--- src/rtl/mmio_uart.sv ---
// -----------------------------------------------------------------------------
// mmio_uart
//   Memory-mapped 8N1 UART peripheral that sits on the MEM-stage data bus next
//   to the data memory. Three word registers are decoded from the byte address:
//     BASE_ADDR + 0 : UART_TXD  (R/W, write starts a frame when allowed)
//     BASE_ADDR + 4 : UART_RXD  (R,   read clears rx_valid)
//     BASE_ADDR + 8 : UART_CON  (R/W, read clears tx_done, write sets [1:0])
//   UART_CON = {tx_busy, rx_valid, tx_done, tx_en, rx_en}.
//
// Ports
//   clk         system clock, all state updates on the rising edge
//   reset       synchronous, active-low reset
//   Address     MEM-stage byte address
//   Write_data  store data ([7:0] for TXD, [1:0] for CON)
//   MemRead     load strobe for this cycle
//   MemWrite    store strobe for this cycle
//   Read_data   combinational, zero-extended read data (0 when not selected)
//   hit         Address matches one of the three registers exactly
//   uart_rx     asynchronous serial input
//   uart_tx     serial output, idles high
//   UART_TXD    last accepted transmit byte
//   UART_RXD    last correctly framed received byte
//   UART_CON    control/status register
// -----------------------------------------------------------------------------
module mmio_uart #(
  parameter int unsigned CLKS_PER_BIT = 868,
  parameter logic [31:0] BASE_ADDR    = 32'h4000_0018
) (
  input  logic        clk,
  input  logic        reset,
  input  logic [31:0] Address,
  input  logic [31:0] Write_data,
  input  logic        MemRead,
  input  logic        MemWrite,
  output logic [31:0] Read_data,
  output logic        hit,
  input  logic        uart_rx,
  output logic        uart_tx,
  output logic [7:0]  UART_TXD,
  output logic [7:0]  UART_RXD,
  output logic [4:0]  UART_CON
);

  localparam int unsigned CW = (CLKS_PER_BIT > 1) ? $clog2(CLKS_PER_BIT) : 1;

  // Last count of a full bit period, and of the half period used to land the
  // receiver's sampling point in the middle of each bit.
  localparam logic [CW-1:0] BIT_LAST  = CW'(CLKS_PER_BIT - 1);
  localparam logic [CW-1:0] HALF_LAST = CW'(CLKS_PER_BIT / 2 - 1);

  localparam logic [31:0] TXD_ADDR = BASE_ADDR;
  localparam logic [31:0] RXD_ADDR = BASE_ADDR + 32'd4;
  localparam logic [31:0] CON_ADDR = BASE_ADDR + 32'd8;

  typedef enum logic [1:0] {
    ST_IDLE  = 2'd0,
    ST_START = 2'd1,
    ST_DATA  = 2'd2,
    ST_STOP  = 2'd3
  } uart_state_e;

  // ---------------------------------------------------------------------------
  // Bus decode
  // ---------------------------------------------------------------------------
  logic sel_txd, sel_rxd, sel_con;
  logic rd_rxd, rd_con, wr_txd, wr_con;

  // Exact word-address compare: misaligned addresses never select a register.
  assign sel_txd = (Address == TXD_ADDR);
  assign sel_rxd = (Address == RXD_ADDR);
  assign sel_con = (Address == CON_ADDR);
  assign hit     = sel_txd | sel_rxd | sel_con;

  assign rd_rxd  = sel_rxd & MemRead;
  assign rd_con  = sel_con & MemRead;
  assign wr_txd  = sel_txd & MemWrite;
  assign wr_con  = sel_con & MemWrite;

  // Only the low byte of store data is ever consumed.
  logic unused_wdata;
  assign unused_wdata = ^Write_data[31:8];

  // ---------------------------------------------------------------------------
  // Register state
  // ---------------------------------------------------------------------------
  logic          rx_en_q, rx_en_d;
  logic          tx_en_q, tx_en_d;
  logic          tx_done_q, tx_done_d;
  logic          rx_valid_q, rx_valid_d;
  logic [7:0]    txd_q, txd_d;
  logic [7:0]    rxd_q, rxd_d;
  logic          tx_busy;

  uart_state_e   tx_state_q, tx_state_d;
  logic [CW-1:0] tx_cnt_q, tx_cnt_d;
  logic [2:0]    tx_bit_q, tx_bit_d;
  logic          tx_line_q, tx_line_d;
  logic          tx_start;
  logic          tx_complete;

  logic          rx_sync1_q, rx_sync2_q;
  uart_state_e   rx_state_q, rx_state_d;
  logic [CW-1:0] rx_cnt_q, rx_cnt_d;
  logic [2:0]    rx_bit_q, rx_bit_d;
  logic [7:0]    rx_shift_q, rx_shift_d;
  logic          rx_done;

  // The transmitter is busy exactly while its FSM is outside IDLE; the accept
  // edge moves it to START, and the final STOP edge returns it to IDLE.
  assign tx_busy  = (tx_state_q != ST_IDLE);

  assign UART_CON = {tx_busy, rx_valid_q, tx_done_q, tx_en_q, rx_en_q};
  assign UART_TXD = txd_q;
  assign UART_RXD = rxd_q;
  assign uart_tx  = tx_line_q;

  // ---------------------------------------------------------------------------
  // Read data mux
  // ---------------------------------------------------------------------------
  always_comb begin
    // NOTE: every combinationally assigned signal gets a default first so
    // that no path leaves it unassigned, which would infer a latch.
    Read_data = '0;
    if (MemRead) begin
      if (sel_txd)      Read_data = {24'b0, txd_q};
      else if (sel_rxd) Read_data = {24'b0, rxd_q};
      else if (sel_con) Read_data = {27'b0, UART_CON};
    end
  end

  // ---------------------------------------------------------------------------
  // Control/status next state
  // ---------------------------------------------------------------------------
  // A TXD write only starts a frame when enabled and idle; otherwise it is
  // dropped entirely.
  assign tx_start = wr_txd & tx_en_q & ~tx_busy;

  always_comb begin
    rx_en_d    = rx_en_q;
    tx_en_d    = tx_en_q;
    txd_d      = txd_q;
    rxd_d      = rxd_q;
    tx_done_d  = tx_done_q;
    rx_valid_d = rx_valid_q;

    if (wr_con) begin
      rx_en_d = Write_data[0];
      tx_en_d = Write_data[1];
    end

    if (tx_start) txd_d = Write_data[7:0];

    // Status set beats the read-clear when both land on the same edge.
    if (tx_complete)  tx_done_d = 1'b1;
    else if (rd_con)  tx_done_d = 1'b0;

    if (rx_done) begin
      rxd_d      = rx_shift_q;
      rx_valid_d = 1'b1;
    end else if (rd_rxd) begin
      rx_valid_d = 1'b0;
    end
  end

  // ---------------------------------------------------------------------------
  // TX FSM next state
  // ---------------------------------------------------------------------------
  always_comb begin
    tx_state_d  = tx_state_q;
    tx_cnt_d    = tx_cnt_q;
    tx_bit_d    = tx_bit_q;
    tx_complete = 1'b0;

    unique case (tx_state_q)
      ST_IDLE: begin
        if (tx_start) begin
          tx_state_d = ST_START;
          tx_cnt_d   = '0;
        end
      end
      ST_START: begin
        if (tx_cnt_q == BIT_LAST) begin
          tx_state_d = ST_DATA;
          tx_cnt_d   = '0;
          tx_bit_d   = 3'd0;
        end else begin
          tx_cnt_d = tx_cnt_q + 1'b1;
        end
      end
      ST_DATA: begin
        if (tx_cnt_q == BIT_LAST) begin
          tx_cnt_d = '0;
          if (tx_bit_q == 3'd7) tx_state_d = ST_STOP;
          else                  tx_bit_d   = tx_bit_q + 3'd1;
        end else begin
          tx_cnt_d = tx_cnt_q + 1'b1;
        end
      end
      ST_STOP: begin
        if (tx_cnt_q == BIT_LAST) begin
          tx_state_d  = ST_IDLE;
          tx_cnt_d    = '0;
          tx_complete = 1'b1;
        end else begin
          tx_cnt_d = tx_cnt_q + 1'b1;
        end
      end
      default: tx_state_d = ST_IDLE;
    endcase

    // The serial line is registered from the next state so the pin changes
    // on the same edge as the state and never glitches on decode.
    unique case (tx_state_d)
      ST_START: tx_line_d = 1'b0;
      ST_DATA:  tx_line_d = txd_d[tx_bit_d];
      default:  tx_line_d = 1'b1;
    endcase
  end

  // ---------------------------------------------------------------------------
  // RX FSM next state
  // ---------------------------------------------------------------------------
  always_comb begin
    rx_state_d = rx_state_q;
    rx_cnt_d   = rx_cnt_q;
    rx_bit_d   = rx_bit_q;
    rx_shift_d = rx_shift_q;
    rx_done    = 1'b0;

    if (!rx_en_q) begin
      rx_state_d = ST_IDLE;
      rx_cnt_d   = '0;
      rx_bit_d   = 3'd0;
    end else begin
      unique case (rx_state_q)
        ST_IDLE: begin
          if (!rx_sync2_q) begin
            rx_state_d = ST_START;
            rx_cnt_d   = '0;
          end
        end
        ST_START: begin
          // Re-check the line half a bit in; a high level means the falling
          // edge was a glitch, not a start bit.
          if (rx_cnt_q == HALF_LAST) begin
            rx_cnt_d = '0;
            if (rx_sync2_q) begin
              rx_state_d = ST_IDLE;
            end else begin
              rx_state_d = ST_DATA;
              rx_bit_d   = 3'd0;
            end
          end else begin
            rx_cnt_d = rx_cnt_q + 1'b1;
          end
        end
        ST_DATA: begin
          if (rx_cnt_q == BIT_LAST) begin
            rx_cnt_d   = '0;
            rx_shift_d = {rx_sync2_q, rx_shift_q[7:1]};
            if (rx_bit_q == 3'd7) rx_state_d = ST_STOP;
            else                  rx_bit_d   = rx_bit_q + 3'd1;
          end else begin
            rx_cnt_d = rx_cnt_q + 1'b1;
          end
        end
        ST_STOP: begin
          if (rx_cnt_q == BIT_LAST) begin
            rx_cnt_d   = '0;
            rx_state_d = ST_IDLE;
            // A low stop bit is a framing error: the byte is dropped.
            rx_done    = rx_sync2_q;
          end else begin
            rx_cnt_d = rx_cnt_q + 1'b1;
          end
        end
        default: rx_state_d = ST_IDLE;
      endcase
    end
  end

  // ---------------------------------------------------------------------------
  // State registers
  // ---------------------------------------------------------------------------
  always_ff @(posedge clk) begin
    // NOTE: reset is sampled synchronously here, so it only takes effect on a
    // clock edge and aborts any frame in flight at that edge.
    if (!reset) begin
      rx_en_q    <= 1'b0;
      tx_en_q    <= 1'b0;
      tx_done_q  <= 1'b0;
      rx_valid_q <= 1'b0;
      txd_q      <= '0;
      rxd_q      <= '0;
      tx_state_q <= ST_IDLE;
      tx_cnt_q   <= '0;
      tx_bit_q   <= 3'd0;
      tx_line_q  <= 1'b1;
      rx_sync1_q <= 1'b1;
      rx_sync2_q <= 1'b1;
      rx_state_q <= ST_IDLE;
      rx_cnt_q   <= '0;
      rx_bit_q   <= 3'd0;
      rx_shift_q <= '0;
    end else begin
      // NOTE: all sequential state uses non-blocking assignments so every
      // register samples its pre-edge inputs, e.g. the two synchronizer flops.
      rx_en_q    <= rx_en_d;
      tx_en_q    <= tx_en_d;
      tx_done_q  <= tx_done_d;
      rx_valid_q <= rx_valid_d;
      txd_q      <= txd_d;
      rxd_q      <= rxd_d;
      tx_state_q <= tx_state_d;
      tx_cnt_q   <= tx_cnt_d;
      tx_bit_q   <= tx_bit_d;
      tx_line_q  <= tx_line_d;
      rx_sync1_q <= uart_rx;
      rx_sync2_q <= rx_sync1_q;
      rx_state_q <= rx_state_d;
      rx_cnt_q   <= rx_cnt_d;
      rx_bit_q   <= rx_bit_d;
      rx_shift_q <= rx_shift_d;
    end
  end

endmodule

--- config.mk ---
export PLATFORM = sky130hd
export DESIGN_NAME = mmio_uart
export DESIGN_NICKNAME = d
export VERILOG_FILES = /design/src/rtl/mmio_uart.sv
export SDC_FILE = /design/constraint.sdc
export NUM_CORES = 1
export LEC_CHECK = 0
export ABC_AREA = 1
export CAP_MARGIN = 20
export CORE_UTILIZATION = 42
export CTS_CLUSTER_DIAMETER = 120
export DETAILED_ROUTE_END_ITERATION = 10
export PLACE_DENSITY = 0.83
export SLEW_MARGIN = 20
export SYNTH_ARGS = -nofsm -noshare
export SYNTH_HDL_FRONTEND = slang
export SYNTH_SLANG_ARGS = --single-unit
--- constraint.sdc ---
create_clock -name clk -period 1.7 [get_ports clk]
set_input_delay 0.34 -clock clk [delete_from_list [all_inputs] [get_ports clk]]
set_output_delay 0.34 -clock clk [all_outputs]
set_load 0.02 [all_outputs]
Yosys cells after proc, flatten, opt, wreduce, memory -nomap -nowiden
Cells that the tools add are included.
Storage, ports and cells
  logic and storage cells: 112
  bits in registers: 61
  output and inout bits: 55
  bits of input ports: 69
Operators by class
  bitwise operators: 9
  $lt $le $gt $ge: 1
  add/subtract/negate cells: 4
  muxes and demuxes: 46
  equality and inequality tests: 24
  reduce and logical (&&, ||, !) cells: 12
Operators by type and width (number)
  $eq 32x31->1 const B: 3
  $mux 10: 5
  $mux 8: 4
  $pmux 10 s3: 1
  $mux 2: 11
  $mux 3: 7
  $add 10x1->10 const B: 2
  $eq 10x10->1 const B: 2
  $pmux 10 s2: 1
  $ne 2x2->1 const B: 8
  $pmux 2 s4: 2
  $pmux 3 s2: 2
  $eq 10x9->1 const B: 1
  $eq 2x2->1 const B: 5
  $mux 1: 10
  $reduce_and 5->1: 2
  $reduce_bool 2->1: 4
  $add 3x1->3 const B: 2
  $and 1x1->1: 6
  $eq 2x1->1 const B: 3
  $eq 3x3->1 const B: 2
  $mux 5: 1
  $logic_not 2->1: 2
  $lt 3x4->1 const B: 1
  other kinds (8): 9

Logic depth before layout (Yosys ltp)
Gate-level depths: netlist (run 1).
  word-level depth: 8
  mapped depth: 15
  gate-level depth less buffers: 15

Worst setup path after synthesis (run 1)
OpenSTA, ideal clock, no wires.
  path kind: input port to output port
  start point: in Address[15]
  end point: out Read_data[5]
  setup slack: -0.287 ns
  path buffers: 0
  cell stages on the path: 9
  required time: 1.360 ns
  arrival: 1.647 ns
  cells stage by stage: nor2_1 -> nand2_1 -> nor2_2 -> inv_1 -> nor3_1 -> nand2_1 -> nor2_1 -> inv_1 -> o31ai_1
Between the ends
  cells in the longest elaborated chain, start to end: 4
  elaborated cells between the ends (all ways): 5
  classes of those cells: eq/ne: 2; mux: 3
Ends and longest elaborated chain
  start, declared: RTL line 31  | input logic [31:0] Address,
  $eq 32x31->1: RTL line 70  | assign sel_rxd = (Address == RXD_ADDR);
  $mux 8: RTL line 126  | else if (sel_rxd) Read_data = {24'b0, rxd_q};
  $mux 8 (*): RTL line 125  | if (sel_txd) Read_data = {24'b0, txd_q};
  $mux 8 (*): RTL line 124  | if (MemRead) begin
  end, declared: RTL line 35  | output logic [31:0] Read_data,
Mark *: on every way between the ends. The rest lies on a longest branch, timed or not.

Worst setup path in the final report (run 1)
  start point: in Address[15]
  end point: out Read_data[6]
The elaborated chain is that of the path after synthesis.

==> results of run 1 <==
## timing repair
| item | CTS | global route |
|---|---|---|
| gates cloned | 2 | 0 |
| setup buffers | 16 | 8 |
| pin swaps | 40 | 54 |
| endpoints found under the setup margin | 65 | 59 |
| resized for setup | 226 | 129 |
## final cells by class
| type | count | area [um^2] | area share |
|---|---|---|---|
| multi-input cells | 383 | 2530 | 0.433 |
| repair buffers | 172 | 1470 | 0.251 |
| flip-flops and latches | 61 | 1240 | 0.212 |
| inverters | 70 | 302 | 0.0516 |
| clock buffers | 15 | 166 | 0.0285 |
| well taps | 105 | 131 | 0.0225 |
| clock inverters | 1 | 5.00 | 0.000856 |
## worst max-delay path: stages
cell and delay (ns):
buf_6 0.10, nor2_4 0.09, nand2_2 0.07, nor2_4 0.13
inv_4 0.06, nor3_4 0.20, nand2_4 0.11, nor2_4 0.16
clkinv_4 0.12, o31ai_4 0.20, buf_6 0.15
## metrics by stage
| step | hold slack (ns) | instance area (um^2) | instances |
|---|---|---|---|
| final | 0.435 | 5850 | 807 |
| after global routing | 0.457 | 5850 | 807 |
| after CTS | 0.424 | 5550 | 803 |
| after detailed placement | 0.409 | 5050 | 769 |
| after global placement | 0.395 | 5050 | 769 |
| after floorplan | 0.393 | 3880 | 551 |
## metal layers
metal / global-route usage / share of wire / wire, um / vias up
li1: - / - / - / 2036
met5: 0 / 0 / 0 / -
met3: 0.0482 / 0.090 / 1210 / 80
met2: 0.489 / 0.48 / 6530 / 272
met1: 0.308 / 0.37 / 4980 / 2063
met4: 0.190 / 0.058 / 784 / 0
## synthesized netlist by cell type, types with 2 or more instances
| master | number | area share |
|---|---|---|
| nor3_2 | 2 | 0.0054 |
| nor2_2 | 8 | 0.014 |
| o221ai_1 | 2 | 0.0048 |
| buf_6 | 2 | 0.0061 |
| buf_2 | 2 | 0.0027 |
| xor2_1 | 2 | 0.0048 |
| ha_1 | 11 | 0.037 |
| buf_4 | 29 | 0.059 |
| o21ai_0 | 21 | 0.029 |
| a22oi_1 | 2 | 0.0041 |
| nand3_1 | 33 | 0.045 |
| o21ai_1 | 9 | 0.012 |
| nand4_1 | 15 | 0.025 |
| nand2_1 | 105 | 0.11 |
| inv_1 | 60 | 0.061 |
| nor2_4 | 3 | 0.0092 |
| o31ai_1 | 3 | 0.0061 |
| nand3_4 | 3 | 0.014 |
| o211ai_1 | 5 | 0.010 |
| clkbuf_1 | 6 | 0.0061 |
| inv_2 | 8 | 0.0081 |
| or2_2 | 3 | 0.0051 |
| nand2_2 | 4 | 0.0068 |
| dfxtp_1 | 61 | 0.33 |
| a221oi_1 | 5 | 0.012 |
| nand3_2 | 4 | 0.011 |
| nor2_1 | 56 | 0.057 |
| nor3_1 | 8 | 0.011 |
| a21oi_1 | 38 | 0.052 |
## cells by family (layout without fill, tap and decap cells)
| kind of cell | count (synthesis) | count (layout) | share of synthesized area |
|---|---|---|---|
| xor gates and xnor gates | 2 | 2 | 0.00475 |
| DFF | 61 | 61 | 0.331 |
| other | 1 | 24 | 0.00102 |
| and+or+nand+nor | 249 | 251 | 0.323 |
| buffers and inverters | 109 | 258 | 0.146 |
| AOI/OAI and AO/OA | 95 | 95 | 0.157 |
| adders and majority gates | 11 | 11 | 0.0373 |
## where the power goes
group	switching, W	internal, W	total (W)
Sequential	0.00000108	0.00143	0.00143
Clock	0.000568	0.000610	0.00118
Combinational	0.000150	0.000105	0.000255
## state kept, by name, summed over array words and instances (netlist names), named ones only
register and flops:
UART_RXD 8, UART_TXD 8, rx_bit_q 3, rx_cnt_q 10
rx_en_q 1, rx_shift_q 8, rx_state_q 1, rx_sync1_q 1
rx_sync2_q 1, rx_valid_q 1, tx_bit_q 3, tx_cnt_q 10
tx_done_q 1, tx_en_q 1, tx_state_q 2, uart_tx 1
## final timing paths
check,cells past startpoint,endpoint,slack (ns)
min,1,rx_sync2_q,0.43
max reg2reg,13,uart_tx,-0.19
min reg2reg,1,rx_sync2_q,0.43
max,11,Read_data[6],-0.38
==> results_dict.tcl, run 1 <==
set metrics [dict create \
    yosysSeqAreaShare 0.331 \
    layout_commonest_cell "buf_4" \
    ctsHoldBuffers 0 \
    die_area_um2 9160 \
    syn_inst 528 \
    worst_slew_pin_slew_ns 0.576 \
    setup_violations 21 \
    grt_pass1_wl_um 19400 \
    grt_pass1_vias 4307 \
    n_fill_cell 597 \
    hold_viol 0 \
    io_pins 124 \
    dp_hpwl_um 8440 \
    min_path_type "reg -> reg" \
    cts_num_sinks 61 \
    nets 777 \
    die_w_um 95.7 \
    place_congestion 0.885 \
    drv_slew 0 \
    p_leak_nw 2.54 \
    htreeDepth 3 \
    grt_util_all_layers 0.280 \
    maxSlewHeadroom 0.612 \
    first_iter_violations 479 \
    port_buffers 75 \
    ys_ff_latch 61 \
    cts_buffers 9 \
    synth_edf_count 0 \
    clock_path_buffers 2 \
    drive_gt1_frac 0.442 \
    ys_types 47 \
    routed_wl_um 13500 \
    period_needed_ns 2.08 \
    dr.pass1.iters 6 \
    avgSynthCellArea_um2 6.98 \
    finalClockSkew_ns 0.0156 \
    critPathMaxFanout 4 \
    fmax_ghz 0.480 \
    power.density_nw_per_um2 489 \
    yosysWarnings 0 \
    cap_viol_max_count 0 \
    synthFlopType "dfxtp_1" \
    wire_per_inst_um 16.7 \
    setup.worst_path.start "Address[15]" \
    die_h_um 95.7 \
    cp.arrival_ns 1.74 \
    dp_slack_ns -1.27 \
    worstHoldStart "rx_sync1_q" \
    clock_latency_ns 0.36 \
    via_per_inst 5.52 \
    startpoint_type "input pin" \
    synthArstFlopShare 0 \
    vias 4451 \
    antenna_cells 0 \
    area_growth_pct 58.6 \
    worst-endpoint-required_ns 1.36 \
    finalCritPeriodShare 1.22 \
    initial_core_util 0.442 \
    root_buffer "clkbuf_8" \
    fin_util 0.701 \
    grt_overflow 0 \
    fin_setup_tns_ns -3.90 \
    drc 0 \
    antenna_found_initial 0 \
    cp-end-kind "primary output" \
    cts_tree "yes" \
    grt_max_degree 16 \
    final_cell_mix "buf_4, nand2_1, dfxtp_1" \
    power_w 0.00286 \
    row_count 33 \
    path_class "in -> out" \
    status "finished with violations" \
    rsz0062_at_grt "yes" \
    violations "setup timing" \
    antenna_left 0 \
    r2r-start "tx_cnt_q[1]" \
    fin_ws_ns -0.382 \
    synth_area_um2 3690 \
    clk_pin_slew_ns 0.06 \
    core_um2 8340 \
    irDropWorstVdd_mv 0.376 \
]
No activity file was read; power rests on OpenSTA's default activity.
==> run 2: changes to the inputs <==
--- a/config.mk
+++ b/config.mk
@@ -7,10 +7,11 @@
 export LEC_CHECK = 0
 export ABC_AREA = 1
 export CAP_MARGIN = 20
-export CORE_UTILIZATION = 42
+export CORE_UTILIZATION = 46
 export CTS_CLUSTER_DIAMETER = 120
 export DETAILED_ROUTE_END_ITERATION = 10
-export PLACE_DENSITY = 0.83
+export GPL_TIMING_DRIVEN = 0
+export PLACE_DENSITY = 0.86
 export SLEW_MARGIN = 20
 export SYNTH_ARGS = -nofsm -noshare
 export SYNTH_HDL_FRONTEND = slang
==> constraint.sdc (replaced) <==
create_clock -name clk -period 2.15 [get_ports clk]
set_input_delay 0.43 -clock clk [delete_from_list [all_inputs] [get_ports clk]]
set_output_delay 0.43 -clock clk [all_outputs]
set_load 0.02 [all_outputs]
==> results_dict.tcl, run 2 (synthesis gave the netlist of run 1 again) <==
set metrics [dict create \
    layout_commonest_cell "nand2_1" \
    die_h_um 91.5 \
    row_count 32 \
    first_iter_violations 346 \
    met3_length_um 874 \
    root_buffer "clkbuf_8" \
    place_area_um2 4640 \
    dp_slack_ns -1.02 \
    rsz0062_at_grt "yes" \
    worstHoldStart "rx_sync1_q" \
    n_fill_cell 650 \
    highest_layer "met4" \
    drive_gt1_frac 0.276 \
    r2r_cells 14 \
    htreeDepth 3 \
    startpoint_type "input pin" \
    cp-end-kind "primary output" \
    setup_violations 8 \
    clock_latency_ns 0.35 \
    nets 730 \
    fmax_ghz 0.445 \
    holdPathStages 1 \
    area_growth_pct 38.3 \
    fin_ws_ns -0.0989 \
    die_area_um2 8380 \
    critPathMaxFanout 6 \
    drc 0 \
    wire_per_inst_um 14.4 \
    antenna_found_initial 0 \
    cts_buffers 9 \
    initial_core_util 0.477 \
    final_cells 757 \
    status "finished with violations" \
    cts_tree "yes" \
    worst-endpoint-required_ns 1.72 \
    routed_wl_um 10900 \
    violations "setup timing" \
    r2r-start "tx_state_q[1]" \
    cap_viol_max_count 0 \
    grt_util_all_layers 0.252 \
    grt_pass1_vias 3760 \
    grt_pass1_wl_um 16900 \
    min_path_type "reg -> reg" \
    path_class "in -> out" \
    reg_top3 "rx_cnt_q (10), tx_cnt_q (10)" \
    io_pins 124 \
    fin_util 0.660 \
    place_congestion 0.879 \
    period_needed_ns 2.25 \
    antenna_cells 0 \
    power_w 0.00252 \
    dp_hpwl_um 7550 \
    grt_max_degree 11 \
    worst_slew_pin_slew_ns 0.604 \
    power.density_nw_per_um2 494 \
    core_um2 7730 \
    port_buffers 74 \
    min_to "rx_sync2_q" \
    maxSlewHeadroom 0.598 \
    p_leak_nw 2.18 \
    final_cell_mix "nand2_1, dfxtp_1, inv_1" \
    dp_cells 727 \
    finalClockSkew_ns 0.00773 \
    wl_met2_um 5440 \
    antenna_left 0 \
    cts_num_sinks 61 \
    die_w_um 91.5 \
    r2r_slack_ns 0.13 \
    timing.rr.end "uart_tx" \
    grt_overflow 0 \
    cp.arrival_ns 1.82 \
    vias 3988 \
    dr.pass1.iters 5 \
    finalCritPeriodShare 1.05 \
    hold_viol 0 \
    met1_length_um 4320 \
    via_per_inst 5.27 \
    final_area_um2 5100 \
    clock_path_buffers 2 \
    clk_pin_slew_ns 0.07 \
    drv_slew 0 \
    irDropWorstVdd_mv 0.348 \
]
-- run 2: cell types whose count changed in the layout (fill, tap and decap cells not counted), sizes merged, moves of 3 or more --
cell,delta
dlygate4sd2,-10
buf,-41
clkdlybuf4s50,+12
clkbuf,-6
clkinv,-3
dlymetal6s2s,-3
-- run 2: power by group --
part / total [W] / internal, W / switching [W]
Sequential: 0.00113 / 0.00113 / 0.000000628
Combinational: 0.000205 / 0.0000926 / 0.000112
Clock: 0.00118 / 0.000717 / 0.000464
Total: 0.00252 / 0.00194 / 0.000578
-- run 2: worst max path at each step --
| stage | startpoint | end | slack [ns] |
|---|---|---|---|
| after floorplan | Address[15] | Read_data[5] | -0.02 |
| after global placement | Address[30] | Read_data[3] | -0.99 |
| after detailed placement | Address[13] | Read_data[5] | -1.02 |
| after CTS | Address[8] | Read_data[0] | -0.07 |
| after global routing | Address[22] | Read_data[0] | -0.22 |
| final | Address[2] | Read_data[0] | -0.1 |
-- run 2: stage by stage --
stage               TNS (ns)  hold WS [ns]
floorplan            -0.0518         0.393
global placement       -8.90         0.398
detailed placement     -9.66         0.398
CTS                   -0.316         0.427
global route           -1.41         0.455
finish                -0.398         0.428
-- run 2: critical path, stage by stage --
cell and delay, ns:
clkdlybuf4s15_2 0.20, nor2_2 0.11, nand2_2 0.09, nor2_4 0.13, nand2_4 0.07, nor2_4 0.14
buf_8 0.14, buf_8 0.12, nand2_4 0.05, o221ai_4 0.06, nand2_1 0.08, inv_2 0.07
buf_6 0.11
-- run 2: what timing repair did --
item	4_1_cts	5_1_grt
endpoints found under the setup margin	11	11
pin swaps	35	23
hold buffers	0	0
endpoints found under the hold margin	0	0
resized for setup	183	51
setup buffers	12	3
-- run 2: final cells by class --
| type | count | area [um^2] | area share |
|---|---|---|---|
| well taps | 102 | 128 | 0.0250 |
| plain buffers | 38 | 282 | 0.0552 |
| inverters | 70 | 267 | 0.0523 |
| clock inverters | 3 | 67.6 | 0.0132 |
| flip-flops and latches | 61 | 1220 | 0.240 |
| repair buffers | 89 | 757 | 0.148 |
| clock buffers | 13 | 159 | 0.0312 |
| multi-input cells | 381 | 2220 | 0.435 |
-- run 2: per-layer routing --
layer,track usage,vias to the layer above
li1,-,1936
met1,0.290,1836
met2,0.430,191
met3,0.0704,25
met4,0.116,0
met5,0,-
==> run 3: changes to the inputs <==
--- a/config.mk
+++ b/config.mk
@@ -6,7 +6,6 @@
 export NUM_CORES = 1
 export LEC_CHECK = 0
 export ABC_AREA = 1
-export CAP_MARGIN = 20
 export CORE_UTILIZATION = 46
 export CTS_CLUSTER_DIAMETER = 120
 export DETAILED_ROUTE_END_ITERATION = 10
==> results of run 3 <==
Same layout as run 2: the final DEF is identical, and so are final timing and power.
